[config.mk]
export PLATFORM = sky130hd
export DESIGN_NAME = colour_round_ctrl
export DESIGN_NICKNAME = d
export VERILOG_FILES = /design/src/rtl/colour_round_ctrl.sv
export SDC_FILE = /design/constraint.sdc
export NUM_CORES = 1
export LEC_CHECK = 0
export ABC_AREA = 0
export CORE_ASPECT_RATIO = 0.8
export CORE_UTILIZATION = 59
export CTS_CLUSTER_DIAMETER = 150
export DETAILED_ROUTE_END_ITERATION = 10
export PLACE_DENSITY_LB_ADDON = 0.08
export SYNTH_ARGS = -nofsm -noshare
export SYNTH_HDL_FRONTEND = slang
export SYNTH_SLANG_ARGS = --single-unit
[constraint.sdc]
create_clock -name clock -period 4.4 [get_ports clock]
set_input_delay 1.32 -clock clock [delete_from_list [all_inputs] [get_ports clock]]
set_output_delay 1.32 -clock clock [all_outputs]
set_load 0.02 [all_outputs]
[src/rtl/colour_round_ctrl.sv]
// Round controller behind the colour picker: picks a target, judges presses, tracks score/lives.
// Optional COLOUR_ROUND_SPEEDUP_EN: round limit shrinks by STEP_TICKS per hit down to MIN_TICKS.
module colour_round_ctrl #(
  parameter int ROUND_TICKS = 50000000,
  parameter int LIVES       = 3,
  parameter int SCORE_W     = 8,
  parameter int MIN_TICKS   = 12500000,
  parameter int STEP_TICKS  = 2500000
) (
  input  logic               clock,
  input  logic               resetn,
  input  logic               start,
  input  logic               press,
  input  logic [2:0]         target_col,
  input  logic [2:0]         wheel_col,
  output logic               pick_en,
  output logic [2:0]         target_q,
  output logic [SCORE_W-1:0] score,
  output logic [3:0]         lives,
  output logic               hit,
  output logic               miss,
  output logic               game_over
);

  localparam int TW = $clog2(ROUND_TICKS + 1);

  if (ROUND_TICKS < 2 || LIVES < 1 || LIVES > 15 || MIN_TICKS < 1 ||
      MIN_TICKS > ROUND_TICKS || STEP_TICKS < 0) begin : g_bad_param
    $error("colour_round_ctrl: illegal parameter combination");
  end

  typedef enum logic [2:0] {
    S_IDLE   = 3'd0,
    S_PICK   = 3'd1,
    S_PLAY   = 3'd2,
    S_RESULT = 3'd3,
    S_OVER   = 3'd4
  } state_t;

  state_t        state, state_nxt;
  logic          start_d, press_d;
  logic          start_edge, press_edge;
  logic          res_hit;
  logic          timeout, judge_hit, judge_miss;
  logic [TW-1:0] timer;
  logic [TW-1:0] limit;

  assign start_edge = start & ~start_d;
  assign press_edge = press & ~press_d;

`ifdef COLOUR_ROUND_SPEEDUP_EN
  localparam logic [TW-1:0] MIN_L  = TW'(MIN_TICKS);
  localparam logic [TW-1:0] STEP_L = TW'(STEP_TICKS);

  // limit never drops below MIN_L, so the difference cannot underflow
  always_ff @(posedge clock or negedge resetn) begin
    if (!resetn) begin
      limit <= TW'(ROUND_TICKS);
    end else if ((state == S_IDLE || state == S_OVER) && start_edge) begin
      limit <= TW'(ROUND_TICKS);
    end else if (state == S_PLAY && judge_hit) begin
      limit <= ((limit - MIN_L) >= STEP_L) ? (limit - STEP_L) : MIN_L;
    end
  end
`else
  assign limit = TW'(ROUND_TICKS);
`endif

  // a press in the final cycle wins over the timeout
  assign timeout    = (timer == limit - TW'(1));
  assign judge_hit  = press_edge && (wheel_col == target_q);
  assign judge_miss = (press_edge && (wheel_col != target_q)) || (!press_edge && timeout);

  always_comb begin
    state_nxt = state;
    pick_en   = 1'b0;
    hit       = 1'b0;
    miss      = 1'b0;
    game_over = 1'b0;
    case (state)
      S_IDLE: if (start_edge) state_nxt = S_PICK;
      S_PICK: begin
        pick_en   = 1'b1;
        state_nxt = S_PLAY;
      end
      S_PLAY: if (judge_hit || judge_miss) state_nxt = S_RESULT;
      S_RESULT: begin
        hit       = res_hit;
        miss      = ~res_hit;
        state_nxt = (lives == 4'd0) ? S_OVER : S_PICK;
      end
      S_OVER: begin
        game_over = 1'b1;
        if (start_edge) state_nxt = S_PICK;
      end
      default: state_nxt = S_IDLE;
    endcase
  end

  always_ff @(posedge clock or negedge resetn) begin
    if (!resetn) begin
      state    <= S_IDLE;
      start_d  <= 1'b0;
      press_d  <= 1'b0;
      target_q <= 3'b001;
      score    <= '0;
      lives    <= 4'd0;
      timer    <= '0;
      res_hit  <= 1'b0;
    end else begin
      state   <= state_nxt;
      start_d <= start;
      press_d <= press;
      case (state)
        S_IDLE, S_OVER: begin
          if (start_edge) begin
            score <= '0;
            lives <= 4'(LIVES);
          end
        end
        S_PICK: begin
          target_q <= target_col;
          timer    <= '0;
        end
        S_PLAY: begin
          timer <= timer + TW'(1);
          if (judge_hit) begin
            res_hit <= 1'b1;
            if (score != {SCORE_W{1'b1}}) score <= score + SCORE_W'(1);
          end else if (judge_miss) begin
            res_hit <= 1'b0;
            if (lives != 4'd0) lives <= lives - 4'd1;
          end
        end
        default: ;
      endcase
    end
  end

endmodule

---- Word level (Yosys, flattened, before mapping) ----
Index checks and enable logic that the tools add are counted.
storage, ports and cells
  output and inout bits ................... 19
  bits in latches ......................... 0
  word-level logic and storage cells ...... 68
  memories kept ........................... 0
  RAM bits ................................ 0
  bits of input ports ..................... 10
  register bits after elaboration ......... 47
  bits in read-only memories .............. 0
operators by class
  shift operators ......................... 0
  $add $sub $neg .......................... 3
  bitwise operators ....................... 5
  equal/unequal tests ..................... 15
  multiply operators ...................... 0
  muxes and demuxes ....................... 20
  reductions and logical operators ........ 17
  $lt $le $gt $ge ......................... 0
  div/mod/pow operators ................... 0
operators by type and width
  kind                                              number
  one-hot mux 26 bit (2 select lines)               1
  adder 26 x 1 -> 26 bit, second input constant     1
  == test 26 bit, second input constant             1
  2-to-1 mux 8 bit                                  3
  2-to-1 mux 4 bit                                  4
  one-hot mux 8 bit (2 select lines)                1
  inequality test 2 bit, second input constant      6
  one-hot mux 3 bit (4 select lines)                1
  2-to-1 mux 3 bit                                  3
  adder 8 x 1 -> 8 bit, second input constant       1
  inequality test 8 bit, second input constant      1
  one-hot mux 4 bit (2 select lines)                1
  == test 3 x 2 -> 1 bit, second input constant     2
  2-to-1 mux 1 bit                                  6
  nonzero test 2 bit                                3
  AND reduction 5 bit                               1
  zero test 4 bit                                   1
  AND reduction 2 bit                               2
  AND reduction 4 bit                               1
  nonzero test 4 bit                                1
  subtractor 4 x 1 -> 4 bit, second input constant  1
  == test 3 x 1 -> 1 bit, second input constant     1
  == test 3 bit                                     1
  == test 3 bit, second input constant              1
  9 further kinds                                   15

---- Longest topological paths before layout ----
  word-level depth ........................ 8
  gate-level depth with buffers ........... 7
  gate-level depth less buffers ........... 6

---- Worst setup path before layout ----
OpenSTA, ideal clock, no wires.
  kind .................................... input -> register
  from .................................... in press
  to ...................................... reg score[4]
  setup time .............................. 120 ps
  cell stages on the path ................. 5
  slack ................................... 1816 ps
  data required time ...................... 4280 ps
  buffers on the path ..................... 0
  arrival ................................. 2464 ps
  cell sequence ........................... nor2b_1 -> nand4_1 -> nor3_2 -> a31oi_1 -> a41o_1
on the way
  longest elaborated chain between the ends .. 4
RTL lines
  what                             RTL line  source
  start: declaration               13        input logic press,
  bitwise AND 1 bit                49        assign press_edge = press & ~press_d;
  logical AND 1 bit                71        assign judge_hit = press_edge && (wheel_col == target_q);
  inequality test 2 bit (no line)  -
  AND reduction 4 bit (no line)    -
  end signal: assignment           129       if (score != {SCORE_W{1'b1}}) score <= score + SCORE_W'(1);
  end: declaration                 18        output logic [SCORE_W-1:0] score,
No other way between the ends.
A chain may end at the register's enable or synchronous reset.

---- Final worst setup path ----
  from .................................... reg state[1]
  to ...................................... out pick_en
on the way
  longest elaborated chain between the ends .. 2
RTL lines
  what                      RTL line  source
  start: declaration        40        state_t state, state_nxt;
  start signal: assignment  111       state <= state_nxt;
  == test 3 x 1 -> 1 bit    80        case (state)
  2-to-1 mux 1 bit          80
  end: declaration          16        output logic pick_en,
No other way between the ends.

==> load_flow_metrics.sql <==
INSERT INTO impl_metrics (metric_group, metric, value, unit) VALUES
('synthesis', 'synthesis.yosys.warnings', '0', ''),
('timing', 'finalSetupViolations', '0', ''),
('clocking', 'cts_hold_buf', '0', ''),
('grt', 'grt_first_pass_wirelength', '8.15', 'mm'),
('clocking', 'cts_root_buffer', 'clkbuf_8', ''),
('drt', 'drt_first_iter_violations', '163', ''),
('run', 'drv.max_cap_violation_count', '0', ''),
('synthesis', 'synthesis.instances', '248', ''),
('synthesis', 'async_flop_share', '100', '%'),
('synthesis', 'ys.flop_type', 'dfrtp_1', ''),
('final_layout', 'drive_gt1_share', '5.78', '%'),
('power_and_ir_drop', 'power_density', '438', 'nW/um2'),
('synthesis', 'yosysSeqAreaShare', '49.2', '%'),
('grt', 'grt.total_usage', '25.4', '%'),
('status', 'status', 'completed', ''),
('power_and_ir_drop', 'power.ir.vdd_worst', '0.322', 'mV'),
('timing', 'timing.final.crit_share', '73.5', '%'),
('floorplanning', 'floorplan.io_pins', '29', ''),
('floorplanning', 'fp.dieArea', '4310', 'um2'),
('placement', 'dp.final_hpwl', '3.38', 'mm'),
('timing', 'max_freq', '0.309', 'GHz'),
('critical_path', 'critical_path_peak_fanout', '22', ''),
('critical_path', 'setup.worst_path.class', 'reg -> out', ''),
('critical_path', 'r2r_setup_slack', '1.85', 'ns'),
('critical_path', 'critPathArrivalTime', '1.91', 'ns'),
('floorplanning', 'initial_utilization', '62.5', '%'),
('synthesis', 'synth_top_cells_by_count', '46 x dfrtp_1, 40 x nand2_1, 18 x nor2_1, 16 x nand3_1, 16 x o21ai_0', ''),
('clocking', 'cts_buffers', '5', ''),
('power_and_ir_drop', 'pleak', '1.22', 'nW'),
('synthesis', 'ys_seq_elements', '47', ''),
('floorplanning', 'placement_rows', '20', ''),
('drt', 'drt_drc', '0', ''),
('final_layout', 'num-nets-final', '290', ''),
('clocking', 'clock_sink_count', '47', ''),
('grt', 'grt_max_degree', '48', ''),
('worst_hold_path', 'worstHoldStart', 'target_q[0]', ''),
('timing', 'maxSlewViolCount', '0', ''),
('timing', 'report.final.hold_viol_count', '0', ''),
('synthesis', 'post_synth.cell_area_avg', '9.65', 'um2'),
('clocking', 'post-cts-setup-buffers', '0', ''),
('placement', 'port-buffer-count', '28', ''),
('critical_path', 'startpoint_type', 'flop', ''),
('final_layout', 'area_growth', '16.2', '%'),
('grt', 'initial_antenna_violation_count', '0', ''),
('timing', 'tightest_slew', '1.01', 'ns'),
('floorplanning', 'dieWidth', '73.2', 'um'),
('clocking', 'cts.htree.levels', '2', ''),
('timing', 'max_slew_margin', '32.7', '%'),
('placement', 'post_dp_cell_area', '2700', 'um2'),
('clocking', 'clock_latency', '0.30', 'ns'),
('clocking', 'clock_tree_from_tritoncts', 'yes', ''),
('synthesis', 'synth_area', '2390', 'um2'),
('worst_hold_path', 'min_path_type', 'reg -> reg', ''),
('critical_path', 'worstPathRequired', '3.08', 'ns'),
('grt', 'gr-total-overflow', '0', ''),
('clocking', 'cts_max_path_buffers', '2', ''),
('timing', 'totalNegativeSetupSlack', '0', 'ns'),
('clocking', 'number_of_gates_given_a_new_drive_strength_after_cts', '0', ''),
('critical_path', 'worstSetupStartpoint', 'state[1]', ''),
('final_layout', 'diodes', '0', ''),
('synthesis', 'synth_cell_types', '43', ''),
('grt', 'first_global_vias', '1736', ''),
('synthesis', 'post_synth_main_area_contributors', 'dfrtp_1 48%, nand2_1 6.3%, mux2i_1 5.4%', ''),
('drt', 'vias', '1950', ''),
('placement', 'detailedPlace.worstSlack', '0.991', 'ns'),
('synthesis', 'post-synth-top-area-cell', 'dfrtp_1', ''),
('drt', 'drt-wirelength-per-cell', '14.6', 'um'),
('timing', 'finalWorstSetupSlack', '1.17', 'ns'),
('final_layout', 'final_cell_area', '2780', 'um2'),
('synthesis', 'yosysMostFrequentCell', 'dfrtp_1', ''),
('drt', 'antenna_left', '0', '');
## worst max-delay path: stages, from the launching register on
cell	delay (ns)
dfrtp_1	0.40
nor2_1	0.12
nand2_1	0.07
buf_4	0.21
inv_1	0.17
clkdlybuf4s50_1	0.63
## cells by family (layout without fill, tap and decap cells)
group / count (synthesis) / after routing / synth area share, %
buffers and inverters: 15 / 44 / 2.98
flip-flops: 47 / 47 / 49.2
adder cells (fa/ha/maj): 4 / 4 / 2.09
XOR/XNOR: 6 / 6 / 2.20
AND/OR/NAND/NOR: 115 / 115 / 24.8
AO/OA/AOI/OAI: 48 / 48 / 13.2
multiplexers: 13 / 13 / 5.44
## final cells by class
class / count / area [um2]
sequential: 47 / 1180
clock inverter: 1 / 5.00
tap: 55 / 68.8
clock buffer: 7 / 76.3
timing repair buffer: 29 / 283
inverter: 7 / 26.3
fill: 290 / 1050
multi-input combinational: 186 / 1140
## where the power goes
part	leakage (nW)	switching [mW]	internal (mW)
Clock	0.0422	0.140	0.112
Sequential	0.630	0.0558	0.492
Combinational	0.548	0.254	0.163
## state kept, by name (all words and copies together) (netlist names)
| signal | flops |
|---|---|
| score | 8 |
| start_d | 1 |
| res_hit | 1 |
| timer | 26 |
| target_q | 3 |
| state | 3 |
| press_d | 1 |
| lives | 4 |
## per-layer routing
layer | global-route usage [%] | vias up | wire [um]
li1 | - | 961 | -
met1 | 36.9 | 947 | 2480
met2 | 37.6 | 37 | 2120
met3 | 7.36 | 5 | 207
met4 | 6.44 | 0 | 44
met5 | 0 | - | 0
## layout by cell type, fill, tap and decap left out, types with 6 or more instances in the layout
cell / instances
nand2_1: 40
inv_1: 7
and3_1: 7
dfrtp_1: 46
xnor2_1: 6
o31ai_1: 8
nand4_1: 9
o21ai_0: 16
nor2_1: 18
nand3_1: 16
clkdlybuf4s50_1: 27
mux2i_1: 13
o211ai_1: 8
## final timing paths
path / to / cells after the start
worst max register to register: timer[24] / 5
max in group asynchronous: timer[9] / 1
min in group asynchronous: score[1] / 1
worst max-delay path: pick_en / 5
worst min-delay path: target_q[0] / 2
worst min register to register: target_q[0] / 2
## per-stage QoR
| stage | hold WS (ns) | total power [mW] | util (%) | cells |
|---|---|---|---|---|
| after floorplan | 0.438 | 0.822 | - | 248 |
| after global placement | 0.465 | 0.961 | 70.5 | 324 |
| after detailed placement | 0.475 | 0.971 | 70.5 | 324 |
| after CTS | 0.490 | 1.22 | 72.6 | 332 |
| after global routing | 0.517 | 1.29 | 72.6 | 332 |
| final | 0.485 | 1.22 | 72.6 | 332 |
Note: power is estimated with default switching activity, not from simulation.
==> variant: new RTL, config.mk and constraints unchanged <==
Re-encode `state_t` (5 states) as one-hot, 5 bits wide.
--- a/src/rtl/colour_round_ctrl.sv
+++ b/src/rtl/colour_round_ctrl.sv
@@ -29,12 +29,12 @@
     $error("colour_round_ctrl: illegal parameter combination");
   end
 
-  typedef enum logic [2:0] {
-    S_IDLE   = 3'd0,
-    S_PICK   = 3'd1,
-    S_PLAY   = 3'd2,
-    S_RESULT = 3'd3,
-    S_OVER   = 3'd4
+  typedef enum logic [4:0] {
+    S_IDLE   = 5'b00001,
+    S_PICK   = 5'b00010,
+    S_PLAY   = 5'b00100,
+    S_RESULT = 5'b01000,
+    S_OVER   = 5'b10000
   } state_t;
 
   state_t        state, state_nxt;
Behaviour: no difference found for any inputs over 10 cycles, from zero or initial values and one cycle with resetn low; not proved beyond that.
==> variant against the unedited design <==
First-iteration DRC count is 55% higher. Critical path depth stayed put. Count of clock-buffer cells in the layout stayed put. Design area is 5.6% higher. Sequential cell count is 2 higher. Routed wire length is 10% higher. Worst setup slack worse by 0.20 ns. Area after synthesis is 4.3% higher.
Power is not compared: it rests on default switching activity, and its combinational part moved more than twofold at a synthesized area within 25%.
==> variant: results (changes against the unedited design) <==
Synth area leaders: dfrtp_1, nand2_1, mux2i_1 (unchanged)
Vias: 2169 (was 1950)
Vias in the first global route: 1807 (was 1736)
R2r setup slk: 1.88 ns (was 1.85 ns)
Initial drt markers: 253 (was 163)
Dpl hpwl: 3.75 mm (was 3.38 mm)
Hold_sp: timer[14]$_DFFE_PN0P_ (was target_q[0]$_DFFE_PN1P_)
Ys Warns: 0 (unchanged)
Worst min-delay path class: register to register (unchanged)
Adder-cell share of the synthesized area: 1.50% (was 2.09%)
Syn nets: 284 (was 262)
Depth of the CTS H-tree: 2 (unchanged)
Crit-path max FO: 21 (was 22)
Worst R2R Start: timer[11]$_DFFE_PN0P_ (was state[0]$_DFFE_PN0P_)
Post-synthesis mux area share: 4.41% (was 5.44%)
Status: completed (unchanged)
Placement Cell Area: 2820 um^2 (was 2700 um^2)
IO buf count: 28 (unchanged)
Post-Synth XOR/XNOR Area: 1.76% (was 2.20%)
Worst slew pin tran: 1.07 ns (was 1.01 ns)
Placer Congestion: 0.831 (was 0.802)
Root Buffer: clkbuf_8 (unchanged)
Max Used Layer: met4 (unchanged)
DR WL/cell: 15.1 um (was 14.6 um)
Maximum clock path buffer count: 2 (unchanged)
Worst r2r path cells: 5 (unchanged)
Regs by FF count: timer (26), score (8), state (5) (was timer (26), score (8), lives (4))
Yosys cell types: 40 (was 43)
Met1 wire length: 2.67 mm (was 2.48 mm)
Setup crit start: state[4]$_DFFE_PN0P_ (was state[1]$_DFFE_PN0P_)
CP max stage delay: 0.64 ns
Synth cell count leaders: dfrtp_1, nand2_1, nand3_1, o21ai_0, nor2_1 (was dfrtp_1, nand2_1, nor2_1, nand3_1, o21ai_0)
Synth Area in Compound Gates: 13.2% (about the same)
Register area share after synthesis: 49.2% (about the same)
Cts repair resizes: 0 (unchanged)
Met3 WL post-DR: 262 um (was 207 um)
Total GRT Usage: 26.1% (was 25.4%)
Async set-reset flop share out of synthesis: 100% (unchanged)
CP Data Arrival Time: 2.11 ns (was 1.91 ns)
Drt pass-1 iters: 4 (was 5)
Largest net degree at the start of global routing: 50 (was 48)
Met2 wire len: 2.37 mm (was 2.12 mm)
Hold Crit Depth: 1 (was 2)
Hold Path Sink: timer[14]$_DFFE_PN0P_ (was target_q[0]$_DFFE_PN1P_)
Final net count: 313 (was 290)
Global-route wire length before repair: 8.56 mm (was 8.15 mm)
R2r endpoint: lives[1]$_DFFE_PN0P_ (was timer[24]$_DFFE_PN0N_)
Initial antenna violation count: 0 (unchanged)
Share of cells above drive strength 1: 5.65% (was 5.78%)
Clk_lat worst skew: 0.31 ns
Skew final: 0.00848 ns (was 0.00581 ns)
-- variant: cell type report --
cell class	instances	area, um^2
Clock buffer	7	86.3
Multi-Input combinational cell	204	1200
Timing Repair Buffer	29	283
Fill cell	296	993
Clock inverter	1	30.0
Sequential cell	49	1230
Inverter	11	41.3
Tap cell	55	68.8
-- variant: per-stage QoR --
stage | hold WS [ns] | worst slack [ns] | cells | total power [mW] | util, %
global route | 0.494 | 0.856 | 356 | 0.980 | 74.7
detailed placement | 0.468 | 0.945 | 348 | 0.617 | 71.8
floorplan | 0.445 | 1.62 | 271 | 0.561 | -
global placement | 0.463 | 1.01 | 348 | 0.615 | 71.8
finish | 0.477 | 0.968 | 356 | 0.945 | 74.7
CTS | 0.482 | 0.976 | 356 | 0.949 | 74.7
-- variant: power groups by stage --
| stage | registers (mW) | logic [mW] | clock network (mW) |
|---|---|---|---|
| 3_5_place_dp | 0.506 | 0.111 | 0 |
| 4_1_cts | 0.498 | 0.111 | 0.340 |
| 6_report | 0.497 | 0.110 | 0.338 |
| 3_3_place_gp | 0.506 | 0.110 | 0 |
| 2_1_floorplan | 0.518 | 0.0428 | 0 |
| 5_1_grt | 0.501 | 0.121 | 0.358 |
-- variant: worst max-delay path, delay by kind of cell, from the launching register on --
family,cells,cell delay (ns)
and+or+nand+nor,2,0.30
buffers and inverters,3,1.05
DFF,1,0.44
-- variant: logic make-up after synthesis --
group | count (synthesis)
AND/OR/NAND/NOR | 131
buffers and inverters | 18
multiplexers | 11
XOR/XNOR | 5
flip-flops | 49
AO/OA/AOI/OAI | 54
adder cells (fa/ha/maj) | 3
-- variant: layer usage --
metal  vias to the layer above  global-route usage (%)
li1                       1053                       -
met4                         0                    7.82
met3                         7                    6.58
met2                        55                    39.8
met5                         -                       0
met1                      1054                    36.8
-- variant: worst max path at each step --
stage / to / depth (start not counted)
after floorplan: score[5]$_DFFE_PN0P_ / 6
after global placement: score[5]$_DFFE_PN0P_ / 6
after detailed placement: score[5]$_DFFE_PN0P_ / 6
after CTS: pick_en / 5
after global routing: pick_en / 5
final: pick_en / 5
